`src/rtl/cpu_defs.sv`:
```
// rtl/cpu_defs.sv - shared register-file and writeback-requester constants
package cpu_defs;
    localparam int ADDR_W = 5;
    localparam int DATA_W = 32;
    localparam logic [4:0] REG_ZERO = 5'd0;
    localparam int REQ_ALU    = 0;
    localparam int REQ_LOAD   = 1;
    localparam int REQ_MULDIV = 2;
endpackage

```
`src/rtl/rr_arbiter.sv`:
```
// rtl/rr_arbiter.sv - round-robin picker: first valid at or after ptr wins
module rr_arbiter #(
    parameter int N     = 3,
    parameter int IDX_W = (N > 1) ? $clog2(N) : 1
) (
    input  logic [N-1:0]     valid_i,
    input  logic [IDX_W-1:0] ptr_i,
    output logic [N-1:0]     grant_o,
    output logic [IDX_W-1:0] idx_o,
    output logic             any_o
);
    int               cand;
    logic [IDX_W-1:0] cand_idx;

    always_comb begin
        grant_o  = '0;
        idx_o    = '0;
        any_o    = 1'b0;
        cand     = 0;
        cand_idx = '0;
        for (int k = 0; k < N; k++) begin
            cand = int'(ptr_i) + k;
            if (cand >= N) cand = cand - N;
            cand_idx = IDX_W'(cand);
            if (!any_o && valid_i[cand_idx]) begin
                any_o           = 1'b1;
                grant_o[cand_idx] = 1'b1;
                idx_o           = cand_idx;
            end
        end
    end
endmodule

```
`src/rtl/regfile_write_arbiter.sv`:
```
// rtl/regfile_write_arbiter.sv - shares the register-file write port among writeback sources
module regfile_write_arbiter #(
    parameter int NUM_REQ = 3,
    parameter int DATA_W  = cpu_defs::DATA_W,
    parameter int ADDR_W  = cpu_defs::ADDR_W,
    parameter int CNT_W   = 16
) (
    input  logic                      clk,
    input  logic                      reset,
    input  logic                      freeze,
    input  logic [NUM_REQ-1:0]        req_valid,
    output logic [NUM_REQ-1:0]        req_ready,
    input  logic [NUM_REQ*ADDR_W-1:0] req_reg,
    input  logic [NUM_REQ*DATA_W-1:0] req_data,
    output logic                      rf_reg_write,
    output logic [ADDR_W-1:0]         rf_write_reg,
    output logic [DATA_W-1:0]         rf_write_data,
    output logic [2:0]                grant_id,
    input  logic [ADDR_W-1:0]         query_reg1,
    input  logic [ADDR_W-1:0]         query_reg2,
    output logic                      query_busy1,
    output logic                      query_busy2,
    output logic [CNT_W-1:0]          contention_count
);
    localparam int PTR_W = (NUM_REQ > 1) ? $clog2(NUM_REQ) : 1;

    logic [NUM_REQ-1:0] grant;
    logic [PTR_W-1:0]   win_idx;
    logic               any_win;
    logic               transfer;
    logic [ADDR_W-1:0]  sel_reg;
    logic [DATA_W-1:0]  sel_data;

    logic               we_q, we_d;
    logic [ADDR_W-1:0]  reg_q, reg_d;
    logic [DATA_W-1:0]  data_q, data_d;
    logic [2:0]         gid_q, gid_d;
    logic [PTR_W-1:0]   ptr_q, ptr_d;
    logic [CNT_W-1:0]   cnt_q, cnt_d;

    rr_arbiter #(.N(NUM_REQ), .IDX_W(PTR_W)) u_rr (
        .valid_i (req_valid),
        .ptr_i   (ptr_q),
        .grant_o (grant),
        .idx_o   (win_idx),
        .any_o   (any_win)
    );

    // Grant depends only on valids and pointer, never on the requester's data.
    assign req_ready = (reset || freeze) ? '0 : grant;
    assign transfer  = any_win && !reset && !freeze;
    assign sel_reg   = req_reg[win_idx*ADDR_W +: ADDR_W];
    assign sel_data  = req_data[win_idx*DATA_W +: DATA_W];

    always_comb begin
        we_d   = 1'b0;
        reg_d  = reg_q;
        data_d = data_q;
        gid_d  = gid_q;
        ptr_d  = ptr_q;
        cnt_d  = cnt_q;
        if (transfer) begin
            we_d   = (sel_reg != ADDR_W'(cpu_defs::REG_ZERO));
            reg_d  = sel_reg;
            data_d = sel_data;
            gid_d  = 3'(win_idx);
            ptr_d  = (win_idx == PTR_W'(NUM_REQ - 1)) ? '0 : win_idx + 1'b1;
        end
        if (!freeze && ($countones(req_valid) > 1) && (cnt_q != '1)) begin
            cnt_d = cnt_q + 1'b1;
        end
    end

    always_ff @(posedge clk) begin
        if (reset) begin
            we_q   <= 1'b0;
            reg_q  <= '0;
            data_q <= '0;
            gid_q  <= '0;
            ptr_q  <= '0;
            cnt_q  <= '0;
        end else begin
            we_q   <= we_d;
            reg_q  <= reg_d;
            data_q <= data_d;
            gid_q  <= gid_d;
            ptr_q  <= ptr_d;
            cnt_q  <= cnt_d;
        end
    end

    assign rf_reg_write     = we_q;
    assign rf_write_reg     = reg_q;
    assign rf_write_data    = data_q;
    assign grant_id         = gid_q;
    assign contention_count = cnt_q;

    // A destination is busy if it is in the output stage or any requester is asking for it.
    always_comb begin
        query_busy1 = we_q && (reg_q == query_reg1);
        query_busy2 = we_q && (reg_q == query_reg2);
        for (int i = 0; i < NUM_REQ; i++) begin
            if (req_valid[i] && (req_reg[i*ADDR_W +: ADDR_W] == query_reg1)) query_busy1 = 1'b1;
            if (req_valid[i] && (req_reg[i*ADDR_W +: ADDR_W] == query_reg2)) query_busy2 = 1'b1;
        end
        if (query_reg1 == ADDR_W'(cpu_defs::REG_ZERO)) query_busy1 = 1'b0;
        if (query_reg2 == ADDR_W'(cpu_defs::REG_ZERO)) query_busy2 = 1'b0;
    end
endmodule

```
`config.mk`:
```
export PLATFORM = sky130hd
export DESIGN_NAME = regfile_write_arbiter
export DESIGN_NICKNAME = d
export VERILOG_FILES = /design/src/rtl/cpu_defs.sv /design/src/rtl/rr_arbiter.sv /design/src/rtl/regfile_write_arbiter.sv
export SDC_FILE = /design/constraint.sdc
export NUM_CORES = 1
export LEC_CHECK = 0
export ABC_AREA = 1
export CAP_MARGIN = 10
export CORE_MARGIN = 2
export CORE_UTILIZATION = 41
export DETAILED_ROUTE_END_ITERATION = 7
export MAX_ROUTING_LAYER = met4
export PLACE_DENSITY = 0.83
export SYNTH_ARGS = -nofsm -noshare
export SYNTH_HDL_FRONTEND = slang
export SYNTH_SLANG_ARGS = --single-unit
```
`constraint.sdc`:
```
create_clock -name clk -period 2.4 [get_ports clk]
set_input_delay 0.72 -clock clk [delete_from_list [all_inputs] [get_ports clk]]
set_output_delay 0.72 -clock clk [all_outputs]
set_load 0.02 [all_outputs]
```
# == After elaboration in Yosys (flattened, before gate mapping) ==
# Index checks and enable logic that the tools add are counted.
# word_totals
ff_bits,58
output_inout_bits,62
wordCells,101
# classes
add_sub_neg,9
multipliers,1
order_cmp,10
n_eq_ne,10
n_shift,2
n_mux,34
bitwise_logic,3
reduce_logical,26
# op_table
cell,n
$shiftx A96 B8 Y32,1
$eq A5 B5 Y1,8
$logic_and A1 B1 Y1,17
$mux W1,17
$add A16 B1 Y16 const B,1
$ne A16 B16 Y1 const B,1
$shiftx A15 B6 Y5,1
$mux W2,7
$mux W3,4
$logic_not A5 Y1,2
$lt A2 B3 Y1 const B,3
$bmux W1 S2,3
$demux W1 S2,3
$ge A2 B1 Y1 const B,3
$ge A3 B2 Y1 const B,2
$or A3 B3 Y3,2
$mul A2 B3 Y5 const B,1
$reduce_bool A5 Y1,1
$logic_not A1 Y1,4
$sub A2 B1 Y2 const B,2
$add A2 B1 Y3,1
$add A2 B1 Y3 const B,1
$add A2 B2 Y3 const B,1
$gt A3 B1 Y1 const B,1
8 further kinds,8

# == Logic depth before layout (Yosys ltp) ==
# Gate-level depths: netlist of the first run.
# logic_depth
word_depth,15
ltp_mapped,17
mapped_depth_nobuf,17

# == By module ==
# From an unflattened synthesis of the first run, not the netlist that was laid out.
# unflattened
hier_cells,695
hier_area_um2,4151.5
# modules_own_cells
mod,n_inst,cells_per_inst,area_per_inst_um2,seq_area_each_um2
regfile_write_arbiter,1,631,3818.7,1161.1
rr_arbiter,1,64,332.8,0.0

# == Least setup slack after synthesis of the first run ==
# OpenSTA, ideal clock, no wires.
# synth_path
path_type,input to output
from,input port query_reg2[1]
to,output port query_busy2
arrival_ps,1865
setup_slack_ps,-185
stages,6
n_path_buf,1
cell_sequence,clkbuf_1 -> xor2_1 -> a221oi_1 -> nand3_1 -> and3_1 -> a22oi_1
# synth_between
elab_chain_cells,6
elab_cells_between_ends,13
# synth_rtl
element,line,text
from (decl),regfile_write_arbiter.sv:20,"input logic [ADDR_W-1:0] query_reg2,"
$eq A5 B5 Y1 (on tied branches),"regfile_write_arbiter.sv:101, regfile_write_arbiter.sv:104",
$logic_and A1 B1 Y1 (on tied branches),"regfile_write_arbiter.sv:101, regfile_write_arbiter.sv:104",
$mux W1 (3 in a row),regfile_write_arbiter.sv:104,if (req_valid[i] && (req_reg[i*ADDR_W +: ADDR_W] == query_reg2)) query_busy2 = 1'b1;
$mux W1 (*),regfile_write_arbiter.sv:107,if (query_reg2 == ADDR_W'(cpu_defs::REG_ZERO)) query_busy2 = 1'b0;
to (decl),regfile_write_arbiter.sv:22,"output logic query_busy2,"
# Every way passes the cells marked *; elsewhere a longest branch is shown, timed or not.

# == Worst setup path after layout of the first run ==
# layout_path
from,register ptr_q[0]
to,output port req_ready[2]
# layout_between
elab_chain_cells,12
elab_cells_between_ends,44
# layout_rtl
element,line,text
from (decl),regfile_write_arbiter.sv:38,"logic [PTR_W-1:0] ptr_q, ptr_d;"
from (signal assigned),regfile_write_arbiter.sv:87,ptr_q <= ptr_d;
"$add A2 B1 Y3, or another cell as far along",rr_arbiter.sv:22,cand = int'(ptr_i) + k;
"$ge A3 B2 Y1, or another cell as far along",rr_arbiter.sv:23,if (cand >= N) cand = cand - N;
"$mux W2, or another cell as far along",rr_arbiter.sv:23,
"$lt A2 B3 Y1 (not written as such), or another cell as far along",rr_arbiter.sv:27,grant_o[cand_idx] = 1'b1;
"$logic_and A1 B1 Y1 (not written as such), or another cell as far along",rr_arbiter.sv:27,
"$mux W1 (not written as such), or another cell as far along",rr_arbiter.sv:27,
"$demux W1 S2, or another cell as far along",n/a,
$or A3 B3 Y3 (no source line) / $mux W1 (equally long branches),n/a,
$mux W3 / $logic_not A1 Y1 (equally long branches),rr_arbiter.sv:25,if (!any_o && valid_i[cand_idx]) begin
$or A3 B3 Y3 (no source line) / $logic_and A1 B1 Y1 (equally long branches),n/a,
$mux W3 (*),rr_arbiter.sv:25,
$mux W3 (*),regfile_write_arbiter.sv:50,assign req_ready = (reset || freeze) ? '0 : grant;
to (decl),regfile_write_arbiter.sv:12,"output logic [NUM_REQ-1:0] req_ready,"
# Every way passes the cells marked *; elsewhere a longest branch is shown, timed or not. The select of a mux whose other input is x is not followed.

==> results of run 1 <==
## layout make-up
cell class / count / area, um^2 / area share
inverter: 66 / 280 / 0.0395
clock buffer: 10 / 138 / 0.0194
tap: 108 / 135 / 0.0190
timing repair buffer: 303 / 2820 / 0.398
multi-input combinational: 406 / 2490 / 0.351
sequential: 58 / 1170 / 0.164
clock inverter: 6 / 65.1 / 0.00916
## report_power, final
part / switching (uW) / total [uW] / leakage [uW] / internal, uW
clock: 418 / 927 / 0.000103 / 509
sequential: 166 / 1370 / 0.000478 / 1210
combinational: 2650 / 5000 / 0.00238 / 2360
## repair_timing
| item | CTS | global route |
|---|---|---|
| buffers inserted | 14 | 7 |
| gates resized for setup | 213 | 44 |
| pin swaps | 32 | 20 |
| endpoints found under the setup margin | 51 | 42 |
| gates cloned | 0 | 3 |
## cells in the mapped netlist (7+ instances only)
| cell | count | area share |
|---|---|---|
| a221oi_1 | 11 | 0.026 |
| a31o_1 | 10 | 0.023 |
| dfxtp_1 | 58 | 0.31 |
| inv_2 | 7 | 0.0070 |
| buf_2 | 7 | 0.0093 |
| clkbuf_1 | 8 | 0.0080 |
| o21ai_0 | 31 | 0.041 |
| nand2_1 | 113 | 0.11 |
| nand3_1 | 32 | 0.043 |
| a21oi_2 | 8 | 0.019 |
| nand4_1 | 9 | 0.015 |
| inv_1 | 59 | 0.059 |
| nor2_1 | 26 | 0.026 |
| o22ai_1 | 11 | 0.018 |
| a31oi_1 | 17 | 0.028 |
| a21oi_1 | 83 | 0.11 |
## layer usage
metal,GRT usage,share of wire,vias to the layer above
met5,-,0,-
met4,0.149,0.038,0
met3,0.0620,0.080,54
met2,0.576,0.50,316
met1,0.356,0.38,2513
li1,-,-,2500
## logic make-up after synthesis
logic type / share of synthesized area
AO/OA/AOI/OAI: 0.290
AND/OR/NAND/NOR: 0.248
flip-flops: 0.309
buffers and inverters: 0.106
other: 0.000997
XOR/XNOR: 0.0256
adder cells (fa/ha/maj): 0.0200
## cells in the final DEF (no fill, tap or decap), drive strengths merged
master         instances
clkdlybuf4s50        154
dfxtp                 58
clkbuf                13
ha                     6
a221oi                11
inv                   67
nor4                   3
nor2                  28
nand2                120
a31o                  13
a21boi                 1
or2                    2
xor2                   6
nand4                  9
clkinvlp               1
o22ai                 11
clkinv                 3
a21oi                 91
buf                  142
nand3                 34
clkdlybuf4s15          4
a31oi                 17
nor3b                  2
and3                   1
o41ai                  1
nand3b                 1
nor3                   6
conb                   1
a22oi                  2
o21ai                 34
xnor2                  5
bufinv                 1
o31ai                  1
## tightest hold or removal path, stage by stage (launching register included)
cell,delay (ns)
dfxtp_1,0.31
nand2_1,0.08
a21oi_2,0.05
## per-stage QoR
step           instance area [um^2]  power (uW)
2_1_floorplan                  3810        3690
3_3_place_gp                   6400        5300
3_5_place_dp                   6400        5410
4_1_cts                        6860        6560
5_1_grt                        7100        7700
6_report                       7100        7300
## final timing paths
| check | startpoint | to | slack, ns | cells after the start |
|---|---|---|---|---|
| hold / removal | grant_id[0] | grant_id[0] | 0.48 | 2 |
| hold reg to reg | grant_id[0] | grant_id[0] | 0.48 | 2 |
| setup / recovery | ptr_q[0] | req_ready[2] | -0.19 | 11 |
| setup reg to reg | ptr_q[0] | rf_write_data[12] | -0.04 | 17 |
==> impl_metrics.yaml, run 1 <==
logic_synthesis:
  synth_cell_types: 42
  ys.flop_type: "dfxtp_1"
  seq_area_frac_synth: 0.309
  ys_async_sr_fraction: 0
  synth_nets: 688
  avgSynthCellArea_um2: 6.78
  ys_warn_count: 0
  synth_cells: 555
  synth_seq_cells: 58
  synth_edf_count: 0
  syn_area_um2: 3760
clock_network:
  cts_buffers: 9
  cts_root_buf: "clkbuf_8"
  cts_tree: "yes"
  cts_hold_buffers: 0
  cts_buffer_depth: 2
  clock_latency_ns: 0.33
  cts_htree_levels: 3
  clock-sinks: 58
  clkTransAtPathRegs_ns: 0.07
floorplanning:
  start_util: 0.427
  fp.dieW_um: 99.8
  chipHeight_um: 99.8
  rows: 34
  core_um2: 8810
  pin_count: 189
  dieArea_um2: 9960
grt:
  grt.total_usage: 0.326
  grt_max_degree: 38
  grt_pass1_wl_mm: 25.4
  grt_pass1_vias: 5379
  grt_overflow_total: 0
  antenna_found_initial: 0
cells_and_area:
  fillers: 602
  layout.nets: 977
  drive_above_1_share: 0.317
  largest_reg_flops: 32
  antenna_cells: 0
  fin_util: 0.806
  layout.cells.non_filler: 957
  syn_to_final_growth_pct: 88.7
detailed_routing:
  wl_mm: 16.4
  via_per_inst: 5.62
  drtPass1Iterations: 5
  initialDrtViolationCount: 283
  drtAntennaViolNets: 0
  drc: 0
  vias: 5383
  wl_per_cell_um: 17.2
setup_path:
  cp-end-kind: "primary output"
  crit_slowest_cell: "dfxtp_2"
  arrival_ns: 1.87
  critPathBufInv: 5
  crit_family: "buffers and inverters"
  slowest_delay_ns: 0.34
  cp-start-kind: "flip-flop"
  critPathMaxFanout: 4
  crit_chain: "inv_2, buf_4, ha_4, inv_2, nor2_4, nor2_2, nor2_2, inv_2, nand3_2, a21oi_2, buf_6"
  crit_required_ns: 1.68
  critical_path_class: "reg -> out"
  crit_top_cell: "inv_2"
min_path:
  holdCritPathClass: "reg -> reg"
place:
  dp_slack_ns: -1.14
  dp_cells: 917
  io_buffers: 187
  gp_congestion: 0.969
  dp_hpwl_mm: 12.2
power_and_ir_drop:
  ir_drop_v: 0.000778
  p_leak_uw: 0.00296
  p_per_area_nw_per_um2: 1030
timing:
  fmax_ghz: 0.386
  period_share: 1.08
  setup_viol: 15
  tns_ns: -0.928
  skew_ns: 0.00829
  hold_viol: 0
  final.setup.worst_slack_ns: -0.192
  finalHoldWorstSlack_ns: 0.483
  drv_slew: 0
  period_minus_slack_ns: 2.59
  rsz0062_at_grt: "yes"
outcome:
  violations: "setup timing"
  outcome: "finished, violations left"
flow_run:
  cap_violations: 0
Power figures use the tool's default switching activity.
==> run 2, diff against run 1 <==
--- a/config.mk
+++ b/config.mk
@@ -7,7 +7,6 @@
 export LEC_CHECK = 0
 export ABC_AREA = 1
 export CAP_MARGIN = 10
-export CORE_MARGIN = 2
 export CORE_UTILIZATION = 41
 export DETAILED_ROUTE_END_ITERATION = 7
 export MAX_ROUTING_LAYER = met4
==> run 2 against run 1 <==
  * The run ends with DRC, setup timing left
  * Count of clock-buffer cells in the layout did not move
  * Die area fell by 4.0%
  * Non-clock buffer count fell by 19
  * Combinational power fell by 9.8%
  * Wire length fell by 7.7%
  * Register-to-register slack improved by 0.10 ns
  * Fmax rose by 0.24%
  * Worst setup slack improved by 0.0063 ns
  * Power fell by 6.8%
  * Flip-flop and latch count did not move
  * Core utilization fell by 2.2 points
==> impl_metrics.yaml, run 2 (synthesis results as in run 1) <==
outcome:
  outcome: "finished, violations left"
  violations: "DRC, setup timing"
detailed_routing:
  wl_met1_mm: 5.79
  initialDrtViolationCount: 282
  met3_length_mm: 1.20
  drtAntennaViolNets: 0
  top_layer_used: "met4"
  vias: 5133
  drtPass1Iterations: 7
  met2_wirelength_mm: 7.48
  wl_per_cell_um: 16.1
  drc: 18
  wl_mm: 15.1
  via_per_inst: 5.47
clock_network:
  cts_hold_buffers: 0
  cts_tree: "yes"
  clock_latency_ns: 0.34
  cts_root_buf: "clkbuf_8"
  clkTransAtPathRegs_ns: 0.07
  cts_htree_levels: 3
  cts_buffers: 9
  clock-sinks: 58
  cts_buffer_depth: 2
cells_and_area:
  fin_area_um2: 6910
  layout_common_cells: "154 x clkdlybuf4s50_1, 106 x nand2_1, 83 x buf_4"
  layout.nets: 958
  final_common_cell: "clkdlybuf4s50_1"
  drive_above_1_share: 0.293
  syn_to_final_growth_pct: 83.6
  largest_reg_flops: 32
  antenna_cells: 0
floorplanning:
  fp.dieW_um: 97.8
  dieArea_um2: 9560
  start_util: 0.427
  core_um2: 8810
  rows: 34
  pin_count: 189
  chipHeight_um: 97.8
setup_path:
  critical_path_class: "reg -> out"
  arrival_ns: 1.87
  crit_required_ns: 1.68
  crit_slowest_cell: "dfxtp_2"
  cp-end-kind: "primary output"
  critPathMaxFanout: 4
  crit_chain: "inv_2, ha_4, buf_4, nand2_1, nor2_2, nor2_2, inv_2, nand3_2, a21oi_2, buf_4"
  cp-start-kind: "flip-flop"
  slowest_delay_ns: 0.35
timing:
  setup_viol: 5
  rsz0062_at_grt: "yes"
  period_minus_slack_ns: 2.59
  tns_ns: -0.766
  fmax_ghz: 0.387
  final.setup.worst_slack_ns: -0.186
  period_share: 1.08
  hold_viol: 0
  drv_slew: 0
  skew_ns: 0.00978
place:
  dp_hpwl_mm: 11.4
  io_buffers: 187
  postPlaceCellArea_um2: 6300
  gp_congestion: 0.933
grt:
  grt_max_degree: 47
  grt_pass1_wl_mm: 24.1
  grt_pass1_vias: 5126
  grt.total_usage: 0.327
  antenna_found_initial: 0
  grt_overflow_total: 0
flow_run:
  cap_violations: 0
min_path:
  holdCritPathClass: "reg -> reg"
power_and_ir_drop:
  p_per_area_nw_per_um2: 985
  p_leak_uw: 0.00284
  ir_drop_v: 0.000856
run 2: changes by cell type in the layout (fill, tap and decap cells not counted), moves of 2 or more:
| cell | before | now |
|---|---|---|
| clkbuf_16 | 2 | 0 |
| clkdlybuf4s15_2 | 3 | 5 |
| clkbuf_2 | 1 | 3 |
| clkinvlp_4 | 1 | 3 |
| nand2_4 | 6 | 4 |
| buf_4 | 103 | 83 |
| o21ai_0 | 26 | 28 |
| buf_8 | 4 | 2 |
| inv_6 | 3 | 0 |
| a21oi_2 | 17 | 15 |
run 2: worst paths after layout:
check | start | end | slack, ns | depth (start not counted)
max | ptr_q[0] | req_ready[2] | -0.19 | 10
min | grant_id[0] | grant_id[0] | 0.49 | 2
max reg2reg | ptr_q[0] | rf_write_data[19] | 0.06 | 15
min reg2reg | grant_id[0] | grant_id[0] | 0.49 | 2
run 2: cell type report:
| class | instances | area, um^2 |
|---|---|---|
| clock buffers | 10 | 138 |
| clock inverters | 6 | 66.3 |
| fillers | 617 | 1900 |
| inverters | 66 | 273 |
| multi-input cells | 406 | 2490 |
| flip-flops and latches | 58 | 1170 |
| well taps | 108 | 135 |
| repair buffers | 284 | 2640 |
run 2: report_power, final:
group | total (uW) | internal (uW) | switching [uW]
logic | 4510 | 2030 | 2470
clock network | 938 | 507 | 431
registers | 1360 | 1210 | 152
total | 6800 | 3750 | 3060
run 2: stage by stage:
step | utilization | power, uW | setup slack, ns | hold slack [ns] | std cells
finish | 0.785 | 6800 | -0.186 | 0.491 | 938
global route | 0.785 | 7210 | -0.267 | 0.510 | 938
CTS | 0.766 | 6570 | -0.166 | 0.491 | 934
floorplan | - | 3690 | -0.0342 | 0.478 | 555
global placement | 0.716 | 5300 | -1.16 | 0.459 | 904
detailed placement | 0.716 | 5370 | -1.12 | 0.482 | 904
run 2: critical path, delay by kind of cell (launching register included):
kind,cells,cell delay (ns)
AND/OR/NAND/NOR,4,0.35
flip-flops,1,0.35
buffers and inverters,4,0.41
adder cells (fa/ha/maj),1,0.29
AO/OA/AOI/OAI,1,0.13
run 2: routing by layer:
layer / track usage / up-vias
li1: - / 2457
met1: 0.339 / 2350
met2: 0.586 / 275
met3: 0.0716 / 51
met4: 0.155 / 0
met5: - / -
run 2: what timing repair did:
| action | CTS | global route |
|---|---|---|
| setup buffers | 14 | 4 |
| resized for setup | 188 | 43 |
| setup endpoints to repair | 53 | 34 |
| pin swaps | 30 | 12 |
==> run 3, diff against run 2 <==
--- a/config.mk
+++ b/config.mk
@@ -14,3 +14,4 @@
 export SYNTH_ARGS = -nofsm -noshare
 export SYNTH_HDL_FRONTEND = slang
 export SYNTH_SLANG_ARGS = --single-unit
+export TNS_END_PERCENT = 50
==> run 3 against run 2 <==
  * The flow still finishes with violations (DRC, setup timing)
  * Sequential share of layout area shrank 0.33 points
  * Sequential power is essentially flat
  * Combinational power grew 7.1%
  * Wire length grew 6.2%
  * Fmax shrank 6.8%
  * Critical path type is now in -> out
  * First-iteration DRC count shrank 8.9%
  * Critical endpoint is now query_busy1
==> impl_metrics.yaml, run 3 (synthesis results as in run 1) <==
outcome:
  outcome: "finished, violations left"
  violations: "DRC, setup timing"
min_path:
  holdPathEnd: "grant_id[0]"
  worstHoldPathCells: 2
  holdCritPathClass: "reg -> reg"
  hold_start: "grant_id[0]"
place:
  io_buffers: 187
  postPlaceCellArea_um2: 6340
  dp_hpwl_mm: 11.6
  dp_slack_ns: -1.07
  gp_congestion: 0.968
detailed_routing:
  wl_mm: 16.1
  drtAntennaViolNets: 0
  drtPass1Iterations: 7
  initialDrtViolationCount: 257
  wl_per_cell_um: 17.0
  via_per_inst: 5.59
  vias: 5278
  drc: 18
cells_and_area:
  regArea_um2: 1170
  fillers: 596
  fin_area_um2: 7050
  layout_common_cells: "154 x clkdlybuf4s50_1, 106 x nand2_1, 95 x buf_4"
  largest_reg_flops: 32
  antenna_cells: 0
  final_common_cell: "clkdlybuf4s50_1"
  syn_to_final_growth_pct: 87.3
  drive_above_1_share: 0.312
  layout.nets: 965
  fin_util: 0.800
  multi_input_area_um2: 2560
clock_network:
  clock_latency_ns: 0.33
  cts_buffer_depth: 2
  cts_buffers: 9
  clock-sinks: 58
  cts_hold_buffers: 0
  cts_root_buf: "clkbuf_8"
  clkTransAtPathRegs_ns: 0.06
  cts_htree_levels: 3
  cts_tree: "yes"
power_and_ir_drop:
  p_per_area_nw_per_um2: 1030
  power_uw: 7240
  p_leak_uw: 0.00290
  ir_drop_v: 0.000769
floorplanning:
  pin_count: 189
  fp.dieW_um: 97.8
  core_um2: 8810
  start_util: 0.427
  chipHeight_um: 97.8
  dieArea_um2: 9560
  rows: 34
grt:
  grt_overflow_total: 0
  grt_pass1_vias: 5337
  grt_max_degree: 39
  grt_pass1_wl_mm: 25.1
  antenna_found_initial: 0
  grt.total_usage: 0.336
setup_path:
  critPathMaxFanout: 3
  crit_chain: "buf_6, buf_4, xor2_1, a221oi_2, nand3_1, nand2_1, nor2_1, a21oi_1, buf_4"
  cp-start-kind: "input port"
  reg2reg_from: "ptr_q[0]"
  rrSetupSlack_ns: 0.08
  crit_top_cell: "buf_4"
  arrival_ns: 2.05
  crit_family: "buffers and inverters"
  critPathBufInv: 3
  crit_slowest_cell: "a221oi_2"
  reg2reg_to: "rf_write_data[6]"
  reg2reg_depth: 15
  critical_path_class: "in -> out"
  slowest_delay_ns: 0.25
  cp-end-kind: "primary output"
  crit_required_ns: 1.68
timing:
  rsz0062_at_grt: "yes"
  period_share: 1.16
  setup_viol: 5
  final.setup.worst_slack_ns: -0.374
  hold_viol: 0
  drv_slew: 0
  fmax_ghz: 0.361
  skew_ns: 0.0129
  period_minus_slack_ns: 2.77
flow_run:
  cap_violations: 0
run 3: report_power, final:
part           switching, uW  internal (uW)
clock                    389            642
sequential               168           1210
combinational           2640           2190
total                   3200           4040
run 3: layout make-up:
type,count,area share
clock buffer,12,0.0220
clock inverter,4,0.0105
inverter,66,0.0394
multi-input combinational,406,0.363
sequential,58,0.165
tap,108,0.0192
timing repair buffer,291,0.381
run 3: routing by layer:
metal / up-vias / GRT usage / wire length [um]
li1: 2474 / - / -
met1: 2448 / 0.361 / 6010
met2: 286 / 0.596 / 8190
met3: 70 / 0.0565 / 1160
met4: 0 / 0.171 / 738
met5: - / - / 0
run 3: worst max-delay path by stage:
| stage | startpoint | to | slack (ns) | cells after the start |
|---|---|---|---|---|
| after global placement | req_valid[0] | query_busy1 | -1.06 | 8 |
| after global routing | query_reg1[1] | query_busy1 | -0.38 | 9 |
| after CTS | query_reg2[2] | query_busy2 | -0.14 | 7 |
| after detailed placement | query_reg2[2] | query_busy2 | -1.07 | 7 |
| after floorplan | query_reg2[1] | query_busy2 | -0.03 | 6 |
| final | query_reg1[1] | query_busy1 | -0.37 | 9 |
run 3: timing repair:
item | in CTS | in global routing
setup buffers | 16 | 4
endpoints found under the setup margin | 59 | 45
resized for setup | 216 | 42
pin swaps | 44 | 20
run 3: tightest hold or removal path: stages (launching register included):
cell and delay [ns]:
dfxtp_1 0.31, nand2_1 0.06, a21oi_1 0.06
run 3: through the flow:
step,cells,hold WS [ns],setup TNS (ns)
2_1_floorplan,555,0.478,-0.0515
5_1_grt,945,0.501,-1.65
6_report,945,0.482,-1.12
3_5_place_dp,912,0.480,-34.42
4_1_cts,943,0.488,-0.619
3_3_place_gp,912,0.458,-31.60
